### config.mk
export PLATFORM = sky130hd
export DESIGN_NAME = mem_port_arbiter
export DESIGN_NICKNAME = d
export VERILOG_FILES = /design/src/rtl/mem_arb_pkg.sv /design/src/rtl/arb_starve_cnt.sv /design/src/rtl/mem_port_arbiter.sv
export SDC_FILE = /design/constraint.sdc
export NUM_CORES = 1
export LEC_CHECK = 0
export ABC_AREA = 1
export CAP_MARGIN = 15
export CORE_AREA = 2 2 179 181
export CTS_BUF_LIST = sky130_fd_sc_hd__clkbuf_4
export DETAILED_ROUTE_END_ITERATION = 6
export DIE_AREA = 0 0 181 183
export SYNTH_ARGS = -nofsm -noshare
export SYNTH_HDL_FRONTEND = slang
export SYNTH_SLANG_ARGS = --single-unit
### constraint.sdc
create_clock -name clk -period 20.5 [get_ports clk]
set_clock_uncertainty 0.1 [all_clocks]
set_input_delay 4.1 -clock clk [delete_from_list [all_inputs] [get_ports clk]]
set_output_delay 4.1 -clock clk [all_outputs]
set_load 0.05 [all_outputs]
### src/rtl/mem_arb_pkg.sv
// Shared types and default sizing for the memory port arbiter.
package mem_arb_pkg;

    // Arbiter FSM states: idle, fetch in flight, data access in flight.
    typedef enum logic [1:0] {
        IDLE   = 2'd0,
        BUSY_I = 2'd1,
        BUSY_D = 2'd2
    } arb_state_e;

    localparam int ADDR_W_DEF     = 64;
    localparam int DATA_W_DEF     = 64;
    localparam int STARVE_MAX_DEF = 4;

endpackage

### src/rtl/arb_starve_cnt.sv
// Saturating counter of data grants made while an instruction fetch waits.
module arb_starve_cnt #(
    parameter int MAX = 4,
    parameter int W   = $clog2(MAX + 1)
) (
    input  logic         clk,
    input  logic         reset,
    input  logic         inc,
    input  logic         clr,
    output logic [W-1:0] cnt
);

    localparam logic [W-1:0] MAX_C = W'(MAX);

    logic [W-1:0] cnt_r;

    // Clear wins over increment; increment stops at MAX.
    always_ff @(posedge clk or posedge reset) begin
        if (reset) begin
            cnt_r <= '0;
        end else if (clr) begin
            cnt_r <= '0;
        end else if (inc && (cnt_r < MAX_C)) begin
            cnt_r <= cnt_r + W'(1);
        end else begin
            cnt_r <= cnt_r;
        end
    end

    assign cnt = cnt_r;

endmodule

### src/rtl/mem_port_arbiter.sv
// Two-port (instruction / data) arbiter in front of a single memory port.
// Data requests normally win; an instruction request is guaranteed a grant
// after STARVE_MAX consecutive data grants made while it was waiting.
module mem_port_arbiter
    import mem_arb_pkg::*;
#(
    parameter int ADDR_W     = ADDR_W_DEF,
    parameter int DATA_W     = DATA_W_DEF,
    parameter int STARVE_MAX = STARVE_MAX_DEF
) (
    input  logic              clk,
    input  logic              reset,
    input  logic              i_req,
    input  logic [ADDR_W-1:0] i_addr,
    input  logic              d_req,
    input  logic [ADDR_W-1:0] d_addr,
    input  logic              d_we,
    input  logic [DATA_W-1:0] d_wdata,
    input  logic              mem_ready,
    input  logic [DATA_W-1:0] mem_rdata,
    output logic              mem_req,
    output logic [ADDR_W-1:0] mem_addr,
    output logic              mem_we,
    output logic [DATA_W-1:0] mem_wdata,
    output logic              sel,
    output logic              i_done,
    output logic              d_done,
    output logic [DATA_W-1:0] rdata
);

    localparam int              CNT_W        = $clog2(STARVE_MAX + 1);
    localparam logic [CNT_W-1:0] STARVE_MAX_C = CNT_W'(STARVE_MAX);

    arb_state_e        state_r, next_state_s;
    logic              grant_i_s, grant_d_s;
    logic              complete_i_s, complete_d_s;
    logic [CNT_W-1:0]  starve_cnt_s;

    logic [ADDR_W-1:0] addr_r;
    logic              we_r;
    logic [DATA_W-1:0] wdata_r;
    logic              sel_r;
    logic              mem_req_r;
    logic              i_done_r, d_done_r;
    logic [DATA_W-1:0] rdata_r;

    arb_starve_cnt #(
        .MAX (STARVE_MAX),
        .W   (CNT_W)
    ) u_starve (
        .clk   (clk),
        .reset (reset),
        .inc   (grant_d_s & i_req),
        .clr   (grant_i_s),
        .cnt   (starve_cnt_s)
    );

    // Next-state, grant decision and completion detection.
    always_comb begin
        next_state_s = state_r;
        grant_i_s    = 1'b0;
        grant_d_s    = 1'b0;
        complete_i_s = 1'b0;
        complete_d_s = 1'b0;
        case (state_r)
            IDLE: begin
                if (d_req && (!i_req || (starve_cnt_s < STARVE_MAX_C))) begin
                    grant_d_s    = 1'b1;
                    next_state_s = BUSY_D;
                end else if (i_req) begin
                    grant_i_s    = 1'b1;
                    next_state_s = BUSY_I;
                end else begin
                    next_state_s = IDLE;
                end
            end
            BUSY_I: begin
                if (mem_ready) begin
                    complete_i_s = 1'b1;
                    next_state_s = IDLE;
                end else begin
                    next_state_s = BUSY_I;
                end
            end
            BUSY_D: begin
                if (mem_ready) begin
                    complete_d_s = 1'b1;
                    next_state_s = IDLE;
                end else begin
                    next_state_s = BUSY_D;
                end
            end
            default: begin
                next_state_s = IDLE;
            end
        endcase
    end

    // State register plus the winner's latched request and registered outputs.
    always_ff @(posedge clk or posedge reset) begin
        if (reset) begin
            state_r   <= IDLE;
            addr_r    <= '0;
            we_r      <= 1'b0;
            wdata_r   <= '0;
            sel_r     <= 1'b0;
            mem_req_r <= 1'b0;
            i_done_r  <= 1'b0;
            d_done_r  <= 1'b0;
            rdata_r   <= '0;
        end else begin
            state_r  <= next_state_s;
            i_done_r <= complete_i_s;
            d_done_r <= complete_d_s;
            if (grant_d_s) begin
                addr_r    <= d_addr;
                we_r      <= d_we;
                wdata_r   <= d_wdata;
                sel_r     <= 1'b1;
                mem_req_r <= 1'b1;
            end else if (grant_i_s) begin
                addr_r    <= i_addr;
                we_r      <= 1'b0;
                wdata_r   <= '0;
                sel_r     <= 1'b0;
                mem_req_r <= 1'b1;
            end else if (complete_i_s || complete_d_s) begin
                mem_req_r <= 1'b0;
            end else begin
                mem_req_r <= mem_req_r;
            end
            if (complete_i_s || complete_d_s) begin
                rdata_r <= mem_rdata;
            end else begin
                rdata_r <= rdata_r;
            end
        end
    end

    assign mem_req   = mem_req_r;
    assign mem_addr  = addr_r;
    assign mem_we    = we_r;
    assign mem_wdata = wdata_r;
    assign sel       = sel_r;
    assign i_done    = i_done_r;
    assign d_done    = d_done_r;
    assign rdata     = rdata_r;

endmodule

# --- Word level (Yosys, flattened, before mapping) ---
# Index checks and enable logic that the tools add are counted.
op_classes:
  n_bitwise: 1
  eq_ne: 2
  addsub: 1
  n_lt_le_gt_ge: 1
  muxes: 25
  reduce_logical: 9
ops:
  columns: ["operator", "n"]
  rows:
  - ["64-bit two-way mux", 4]
  - ["1-bit two-way mux", 16]
  - ["3-bit two-way mux", 2]
  - ["2-bit one-hot mux with 3 select lines", 1]
  - ["2-bit two-way mux", 2]
  - ["2-bit nonzero test", 2]
  - ["3-bit by 1-bit adder with 3-bit output, second input constant", 1]
  - ["3-bit less-than comparator, second input constant", 1]
  - ["3-bit nonzero test", 1]
  - ["2-bit by 1-bit equality test with 1-bit output, second input constant", 1]
  - ["2-bit equality test, second input constant", 1]
  - ["1-bit logical AND", 2]
  - ["2-bit logical NOT", 1]
  - ["1-bit logical OR", 2]
  - ["1-bit bitwise AND", 1]
  - ["1-bit logical NOT", 1]
word_totals:
  regBits: 202
  input_bits: 262
  out_inout_bits: 197

# --- Depth between registers and ports, before layout ---
# Gate-level depths: netlist of the first run.
depth:
  depth_word: 9
  depth_mapped: 9
  mapped_depth_nobuf: 6

# --- Hierarchy ---
# Synthesis of the first run repeated with hierarchy kept, for this count alone.
hier_totals:
  hier_cells: 1232
  hier_area_um2: 9613.0
by_module_without_submodules:
  columns: ["module", "n_inst", "seq_area_each_um2", "area_each_um2", "cells_per_inst"]
  rows:
  - ["mem_port_arbiter", 1, 4979.8, 9465.3, 1215]
  - ["arb_starve_cnt", 1, 75.1, 147.6, 17]

# --- Least setup slack after synthesis of the first run ---
# Ideal clock, no wire load.
synth_path:
  path_type: "input to register"
  from: "input i_req"
  to: "register addr_r[56] (netlist: mem_addr[56])"
  arrival_ns: 4.971
  setup_time_ns: 0.113
  n_path_buf: 3
  setup_slack_ns: 15.316
  path_stages: 8
  cell_sequence: "buf_2 > nand2_2 > nand3_1 > buf_2 > buf_2 > nand3b_1 > nand2_1 > inv_1"
synth_via:
  elab_chain_cells: 6
synth_rtl:
  columns: ["item", "line_no", "rtl"]
  rows:
  - ["start, declared", "mem_port_arbiter.sv:13", "input logic i_req,"]
  - ["1-bit logical NOT", "mem_port_arbiter.sv:67", "if (d_req && (!i_req || (starve_cnt_s < STARVE_MAX_C))) begin"]
  - ["1-bit logical OR", "mem_port_arbiter.sv:67", null]
  - ["1-bit logical AND", "mem_port_arbiter.sv:67", null]
  - ["1-bit two-way mux", "mem_port_arbiter.sv:67", null]
  - ["1-bit two-way mux", "mem_port_arbiter.sv:65", "case (state_r)"]
  - ["64-bit two-way mux / 2-bit nonzero test (equally long branches)", null, null]
  - ["end signal, assigned", "mem_port_arbiter.sv:116", "addr_r <= d_addr;"]
  - ["end signal, assigned", "mem_port_arbiter.sv:122", "addr_r <= i_addr;"]
  - ["end, declared", "mem_port_arbiter.sv:39", "logic [ADDR_W-1:0] addr_r;"]
# Parallel ways exist; a longest one is shown, timed or not.
# A chain may end at the register's enable or synchronous reset.

# --- Worst setup path after layout of the first run ---
layout_path:
  from: "input i_req"
  to: "register addr_r[38] (netlist: mem_addr[38])"
# Same word-level chain as after synthesis.

==> impl_results.md, run 1 <==
- Status: finished clean
- Vias: 9201
- Final hold violations: 0
- Num CTS Buffers: 58
- Crit Path Max Fanout: 100
- WS Path Type: in -> reg
- Synth top area cells: dfrtp_1 (55%), nand2_1 (23%), inv_1 (6.5%), nand3_1 (3.6%), nand4_1 (2.8%)
- CP Cell Sequence: clkdlybuf4s50_1 -> buf_4 -> nand2_2 -> nand2_2 -> nor2_4 -> buf_4 -> nand2_1 -> nand2_1 -> nor2_1
- Syn Std Cell Area: 0.00921 sq mm
- # rows: 65
- Switching part of the total power: 51.6%
- CTS tree: built
- Final setup TNS: 0 ps
- Setup repair bufs after CTS: 0
- Psw: 1.37 mW
- Sequential area share after synthesis: 54.9%
- Cell variety after synth: 17
- Total Wirelength: 32500 microns
- Asr flop ratio synth: 100%
- Most common cell after layout, fill and taps aside: nand2_1
- Largest net degree at the start of global routing: 125
- Antenna-violating nets left: 0
- Final number of setup-violating endpoints: 0
- Hold_sp: rdata[41]
- Leading area contributor after synthesis: dfrtp_1
- Reported max-cap violation count: 0
- Avg Cell Area, Syn: 7.70 sq um
- Area of the multi-input gates: 0.00322 sq mm
- Worst skew pair latency: 660 ps
- Total gr overflow: 0
- Worst path required time: 20920 ps
- RSZ-0062 raised after global routing: no
- Reg2reg path depth: 8
- Commonest non-fill, non-tap cells in the layout: nand2_1 (558), clkdlybuf4s50_1 (458), dfrtp_1 (202), inv_1 (157), clkbuf_4 (94)
- Reg2reg start: state_r[1]
- Clk pwr share: 14.6%
- Initial Utilization: 29.5%
- Placed cells: 1995
- Worst IR Drop VDD: 0.0000776 V
- Syn Nets: 1459
- Post-CTS Hold Buffers: 0
- Place WS: 12680 ps
- Leakage: 7.72 nW
- Top-level I/O count: 459
- Largest stage delay, worst path: 760 ps
- Top_reg_cell synth: dfrtp_1
- Total GRT Usage: 19.2%
- Final GP Congestion: 0.861
- WHS: 367 ps
- R2R Setup Slk: 16670 ps
- Nets: 1918
- Post-synth EDFFs: 0
- Clock Tree Root: clkbuf_4
- DRT Pass-1 Iters: 4
- Final Cell Area: 0.0148 sq mm
- CTS sink cnt: 202
- Final Slew Violations: 0
- First-pass GRT wire length: 50700 microns
- H-tree levels: 2
- Avg WL per Cell: 15.4 microns
- Post-synth top area share: 54.9%
- Clk buf depth: 3
- Tmin final: 6970 ps
- I/O Buffers: 458
- Vias in the first global route: 9172
- Register area: 0.00505 sq mm
- Cell internal pwr: 1.29 mW
- FF-to-FF End: mem_wdata[60]
- Synthesized flop and latch total: 202
- Sequential share of power: 26.1%
- Hold depth: 2
- Overall power: 2.66 mW
- Post_cts resized: 0
- Synthesis Warnings: 0
- CP Capture Type: register
- Area growth syn-to-layout: 61.1%
- Share of cells above drive strength 1: 6.81%
- Synth Instances: 1196
- Non-filler cells, final: 2107
- Clock-pin slew on the worst setup and hold paths: 60 ps
- DP HPWL: 22300 microns
- Fill cells: 3135
- Hold Crit Class: reg -> reg
- Antenna violations before repair: 1
- Worst Hold End: rdata[41]
- Critical Path AT: 7390 ps
- Combinational fraction of design power: 59.3%
- Die height: 183 microns
- Startpoint types: primary input
- Worst-Margin Slew: 1120 ps
- Worst relative slew slack: 25.6%
- Remaining routing DRC violations: 0
- Die area: 0.0331 sq mm
- Final critical-path share of the clock period: 34.0%
- Core area: 0.0312 sq mm
- DR vias/cell: 4.37
- Pwr per Cell Area: 179 mW/mm^2
- Placed inst area: 0.0140 sq mm
- Final Worst Setup Slack: 13530 ps
- Layout Utilization: 47.5%
- FMAX: 144 MHz
- Die width: 181 microns
- Critical path's slowest cell: buf_4
- Initial DRC count: 439
## flip-flops by register name, summed over array words and instances, names as in the netlist
register,cells
d_done,1
i_done,1
mem_addr,64
mem_req,1
mem_wdata,64
mem_we,1
rdata,64
sel,1
state_r,2
u_starve.cnt,3
## critical path: cells and delay by family
kind | cells | cell delay, ps
buffers and inverters | 3 | 1440
AND/OR/NAND/NOR | 6 | 1700
## kinds of logic after synthesis
group	share of synthesized area [%]
buf+inv	10.3
simple gates	34.6
fa+ha+maj	0.136
compound gates	0.163
flops	54.9
## per-layer routing
metal | up-vias | track usage, % | share of wire, %
met3 | 89 | 6.49 | 9.2
met4 | 0 | 8.91 | 4.4
met2 | 400 | 31.5 | 46
met5 | - | 0 | 0
li1 | 4545 | - | -
met1 | 4167 | 22.7 | 40
## synth_stat cells, types with 2 or more instances
master and number:
nor2_4 2, inv_1 159, o31ai_1 2, nand3b_1 30, inv_2 2, buf_6 5, nand2_2 4, nor2_1 59
buf_2 36, nand4_1 41, dfrtp_1 202, buf_1 8, nand2_1 559, nand3_1 67, clkbuf_1 18
## layout make-up
| type | instances | share of cell area (%) |
|---|---|---|
| Antenna cell | 1 | 0.0169 |
| Sequential cell | 202 | 34.1 |
| Clock inverter | 15 | 0.422 |
| Multi-Input combinational cell | 765 | 21.7 |
| Clock buffer | 94 | 4.76 |
| Tap cell | 402 | 3.39 |
| Inverter | 161 | 4.12 |
| Timing Repair Buffer | 467 | 31.5 |
## power by group through the flow
stage / sequential [mW] / clock, mW / combinational (mW)
after floorplan: 1.35 / 0 / 0.371
after global placement: 0.693 / 0 / 1.57
after detailed placement: 0.698 / 0 / 1.58
after CTS: 0.695 / 0.405 / 1.59
after global routing: 0.718 / 0.428 / 1.68
final: 0.694 / 0.387 / 1.58
## worst max-delay path by stage
| stage | from | to | cells after the start | slack, ps |
|---|---|---|---|---|
| after global placement | d_req | mem_addr[4] | 7 | 12730 |
| final | i_req | mem_addr[38] | 9 | 13530 |
| after detailed placement | d_req | mem_addr[43] | 7 | 12680 |
| after CTS | d_req | mem_addr[59] | 7 | 13420 |
| after global routing | i_req | mem_addr[38] | 9 | 13270 |
| after floorplan | reset | d_done | 1 | 10790 |
Power figures use the tool's default switching activity.
==> run 2: changes to the inputs <==
==> constraint.sdc (replaced) <==
create_clock -name clk -period 6.4 [get_ports clk]
set_clock_uncertainty 0.1 [all_clocks]
set_input_delay 1.28 -clock clk [delete_from_list [all_inputs] [get_ports clk]]
set_output_delay 1.28 -clock clk [all_outputs]
set_load 0.05 [all_outputs]
==> run 2 against run 1 <==
  * First-iteration DRC count grew 0.91%
  * Largest cell class unchanged
  * Combinational power rose to 3.2 times the previous value
  * Largest power group unchanged
  * Cell count decreased by 0.19%
  * Non-clock buffer count unchanged
  * Total power increased to 3.2 times the previous value
  * Die area is the same
  * Sequential share of layout area barely moved
  * Design area hardly changed
  * Sequential cell count is the same
==> impl_results.md, run 2 (same netlist as run 1, synthesis figures left out) <==
- CP Capture Type: register
- Uppermost routed layer: met4
- Initial Utilization: 29.5%
- Initial DRC count: 443
- Worst IR Drop VDD: 0.000207 V
- Antenna violations before repair: 1
- H-tree levels: 2
- Worst relative slew slack: 23.2%
- Clk buf depth: 3
- Die height: 183 microns
- Top-level I/O count: 459
- CTS sink cnt: 202
- Commonest non-fill, non-tap cells in the layout: nand2_1 (558), clkdlybuf4s50_1 (458), dfrtp_1 (202), inv_1 (157), clkbuf_4 (89)
- Core area: 0.0312 sq mm
- Worst-Margin Slew: 1150 ps
- DR WL met2: 15900 microns
- Final setup TNS: 0 ps
- Die width: 181 microns
- Hold Crit Class: reg -> reg
- Total Wirelength: 32500 microns
- CTS tree: built
- Post-CTS Hold Buffers: 0
- Met3 WL: 2910 microns
- Crit Path Max Fanout: 81
- RSZ-0062 raised after global routing: no
- Pwr per Cell Area: 573 mW/mm^2
- Total GRT Usage: 19.1%
- Total gr overflow: 0
- Largest net degree at the start of global routing: 116
- Clock Tree Root: clkbuf_4
- Most common cell after layout, fill and taps aside: nand2_1
- Startpoint types: primary input
- Final number of setup-violating endpoints: 0
- Clock-pin slew on the worst setup and hold paths: 60 ps
- Worst skew pair latency: 650 ps
- Status: finished clean
- DP HPWL: 22900 microns
- Final Slew Violations: 0
- # rows: 65
- Avg WL per Cell: 15.5 microns
- Vias in the first global route: 9129
- Metal-1 WL: 13000 microns
- Antenna-violating nets left: 0
- Tmin final: 4140 ps
- FMAX: 241 MHz
- Post_cts resized: 0
- Num CTS Buffers: 59
- Leakage: 7.70 nW
- Reported max-cap violation count: 0
- DR vias/cell: 4.37
- Final GP Congestion: 0.805
- Area growth syn-to-layout: 60.9%
- Share of cells above drive strength 1: 6.65%
- I/O Buffers: 458
- Final Cell Area: 0.0148 sq mm
- Fill cells: 3178
- Final critical-path share of the clock period: 64.7%
- Layout Utilization: 47.5%
- Placed inst area: 0.0141 sq mm
- Nets: 1919
- Setup repair bufs after CTS: 0
- Final hold violations: 0
- Die area: 0.0331 sq mm
- Vias: 9193
- Worst path required time: 6830 ps
- First-pass GRT wire length: 50300 microns
- DRT Pass-1 Iters: 5
- Critical Path AT: 4580 ps
- WS Path Type: in -> reg
- Remaining routing DRC violations: 0
## run 2: cell types whose count changed in the layout (fill, tap and decap cells not counted), sizes merged
cell	before	now
clkinv	16	15
clkinvlp	0	1
clkbuf	94	89
bufinv	0	1
## run 2: critical path: stages
cell             delay (ps)
clkdlybuf4s50_1        1240
nand2_2                 760
nor2_4                  640
buf_12                  350
nand2_1                 100
nand2_1                  90
nor2_1                   40
## run 2: per-stage QoR
stage          power [mW]  worst slack, ps  hold WS [ps]  instances
2_1_floorplan        5.51             2400           353       1196
3_3_place_gp         7.27             1600           352       1997
3_5_place_dp         7.31             1520           357       1997
4_1_cts              8.61             2270           373       2102
5_1_grt              9.03             2020           396       2103
6_report             8.50             2260           368       2103
## run 2: per-layer routing
metal	track usage, %	up-vias
met2	33.3	351
met4	5.79	0
met1	22.3	4258
met3	6.47	45
li1	-	4539
met5	0	-
## run 2: layout make-up
cell class / count / area, sq um / share of cell area [%]
clock inverters: 16 / 92.6 / 0.625
well taps: 402 / 503 / 3.39
flip-flops and latches: 202 / 5050 / 34.1
repair buffers: 467 / 4680 / 31.5
inverters: 161 / 608 / 4.10
clock buffers: 89 / 668 / 4.51
multi-input cells: 765 / 3220 / 21.7
diodes: 1 / 2.50 / 0.0169
## run 2: path summary, 6_finish.rpt
check                           cells past startpoint         start            end  slack (ps)
min in group asynchronous                           2         reset      rdata[46]         950
worst min-delay path                                2  mem_wdata[8]   mem_wdata[8]         370
worst min register to register                      2  mem_wdata[8]   mem_wdata[8]         370
worst max-delay path                                7         d_req   mem_addr[10]        2260
worst max register to register                      8    state_r[1]  mem_wdata[25]        2590
max in group asynchronous                           3         reset   mem_addr[44]        3930
## run 2: power breakdown
group / total [mW] / internal, mW / switching, mW
sequential: 2.22 / 1.89 / 0.335
combinational: 5.04 / 1.56 / 3.48
clock: 1.24 / 0.671 / 0.569
total: 8.50 / 4.12 / 4.38
==> run 3: changes to the inputs <==
--- a/config.mk
+++ b/config.mk
@@ -7,10 +7,10 @@
 export LEC_CHECK = 0
 export ABC_AREA = 1
 export CAP_MARGIN = 15
-export CORE_AREA = 2 2 179 181
+export CORE_AREA = 2 2 180 182
 export CTS_BUF_LIST = sky130_fd_sc_hd__clkbuf_4
 export DETAILED_ROUTE_END_ITERATION = 6
-export DIE_AREA = 0 0 181 183
+export DIE_AREA = 0 0 182 184
 export SYNTH_ARGS = -nofsm -noshare
 export SYNTH_HDL_FRONTEND = slang
 export SYNTH_SLANG_ARGS = --single-unit
==> constraint.sdc (replaced) <==
create_clock -name clk -period 3.89 [get_ports clk]
set_clock_uncertainty 0.1 [all_clocks]
set_input_delay 0.778 -clock clk [delete_from_list [all_inputs] [get_ports clk]]
set_output_delay 0.778 -clock clk [all_outputs]
set_load 0.05 [all_outputs]
==> run 3 against run 2 <==
  * Critical path depth decreased by 6
  * Clock-buffer cell count shrank 5
  * Largest power group unchanged
  * First-iteration DRC count fell by 13%
  * Design area about the same
  * Critical path type is now reg -> out
  * Worst setup slack lost 1200 ps
  * Total power grew 63%
==> impl_results.md, run 3 (same netlist as run 1, synthesis figures left out) <==
- Final GP Congestion: 0.764
- Leakage: 7.71 nW
- Fill cells: 3167
- Final setup TNS: 0 ps
- Total GRT Usage: 19.0%
- H-tree levels: 2
- Core area: 0.0314 sq mm
- Total Wirelength: 32800 microns
- Nets: 1923
- Initial DRC count: 387
- CP Capture Type: output port
- DR vias/cell: 4.35
- Tmin final: 2860 ps
- Antenna violations before repair: 2
- Worst skew pair latency: 640 ps
- CTS sink cnt: 202
- Worst IR Drop VDD: 0.000411 V
- Antenna-violating nets left: 0
- Die area: 0.0335 sq mm
- RSZ-0062 raised after global routing: no
- Largest net degree at the start of global routing: 97
- Hold Crit Class: reg -> reg
- Vias in the first global route: 9141
- Reg2reg start: state_r[1]
- Pwr per Cell Area: 936 mW/mm^2
- DRT Pass-1 Iters: 4
- Critical Path Start: mem_addr[9]
- Crit Path Max Fanout: 2
- Remaining routing DRC violations: 0
- Reported max-cap violation count: 0
- Avg WL per Cell: 15.6 microns
- Clk buf depth: 3
- Clock-pin slew on the worst setup and hold paths: 60 ps
- Share of cells above drive strength 1: 6.67%
- Status: finished clean
- Post-CTS Hold Buffers: 0
- Final number of setup-violating endpoints: 0
- Final Slew Violations: 0
- Clock Tree Root: clkbuf_4
- Die height: 184 microns
- End point of the critical path: mem_addr[9]
- DP HPWL: 23200 microns
- Final critical-path share of the clock period: 73.6%
- WHS: 368 ps
- Die width: 182 microns
- Levels on crit path: 1
- Reg2reg path depth: 7
- Num CTS Buffers: 56
- CP Cell Sequence: clkdlybuf4s50_1
- FMAX: 349 MHz
- Most common cell after layout, fill and taps aside: nand2_1
- Setup repair bufs after CTS: 0
- Final hold violations: 0
- Top-level I/O count: 459
- Largest stage delay, worst path: 950 ps
- Vias: 9132
- CTS tree: built
- Total gr overflow: 0
- Commonest non-fill, non-tap cells in the layout: nand2_1 (558), clkdlybuf4s50_1 (458), dfrtp_1 (202), inv_1 (157), clkbuf_4 (84)
- I/O Buffers: 458
- Initial Utilization: 29.3%
- # rows: 65
- Worst-Margin Slew: 785 ps
- R2R Setup Slk: 1630 ps
- Startpoint types: register
- Post_cts resized: 0
- Critical path's slowest cell: clkdlybuf4s50_1
- Crit-path leading delay family: buffers and inverters
- Worst relative slew slack: 47.7%
- Area growth syn-to-layout: 61.0%
- FF-to-FF End: u_starve.cnt[0]
- WS Path Type: reg -> out
- First-pass GRT wire length: 50200 microns
- Worst path required time: 3010 ps
- Critical Path AT: 1980 ps
- CP Buf/Inv Count: 1
-- run 3: cell count changes in the layout (fill, tap and decap cells not counted), sizes merged --
cell	delta
clkinv	-7
diode	+1
buf	+7
clkbuf	-5
-- run 3: final cells by class --
| class | count | area [sq um] | share of cell area [%] |
|---|---|---|---|
| flip-flops and latches | 202 | 5050 | 34.1 |
| repair buffers | 474 | 4750 | 32.0 |
| multi-input cells | 765 | 3220 | 21.7 |
| clock buffers | 84 | 631 | 4.25 |
| inverters | 161 | 608 | 4.10 |
| well taps | 402 | 503 | 3.39 |
| clock inverters | 9 | 60.1 | 0.405 |
| diodes | 2 | 5.00 | 0.0337 |
-- run 3: routing by layer --
layer / wire (microns) / share of wire, % / GRT usage (%)
met5: 0 / 0 / 0
met4: 633 / 1.9 / 5.61
met3: 2890 / 8.8 / 6.24
met2: 16100 / 49 / 32.7
met1: 13100 / 40 / 22.6
-- run 3: worst min path at each step --
stage               startpoint  slack (ps)              end  cells after the start
2_1_floorplan  u_starve.cnt[1]         350  u_starve.cnt[1]                      2
3_3_place_gp      mem_wdata[7]         350     mem_wdata[7]                      2
3_5_place_dp         rdata[42]         360        rdata[42]                      2
4_1_cts                  reset         350        rdata[18]                      2
5_1_grt              rdata[25]         390        rdata[25]                      2
6_report             rdata[42]         370        rdata[42]                      2
-- run 3: where the power goes --
group          internal [mW]  switching [mW]
Sequential              3.11           0.561
Combinational           2.59            5.73
Clock                   1.03           0.871
-- run 3: per-stage QoR --
stage / instance area (sq um) / util, % / std cells / power [mW] / setup slack (ps)
final: 14800 / 47.3 / 2099 / 13.9 / 1030
after CTS: 14800 / 47.2 / 2096 / 14.1 / 920
after detailed placement: 14100 / 45.0 / 2003 / 12.1 / 656
after global routing: 14800 / 47.3 / 2099 / 14.7 / 926
after global placement: 14100 / 45.0 / 2003 / 12.0 / 694
after floorplan: 9220 / - / 1196 / 9.07 / 396
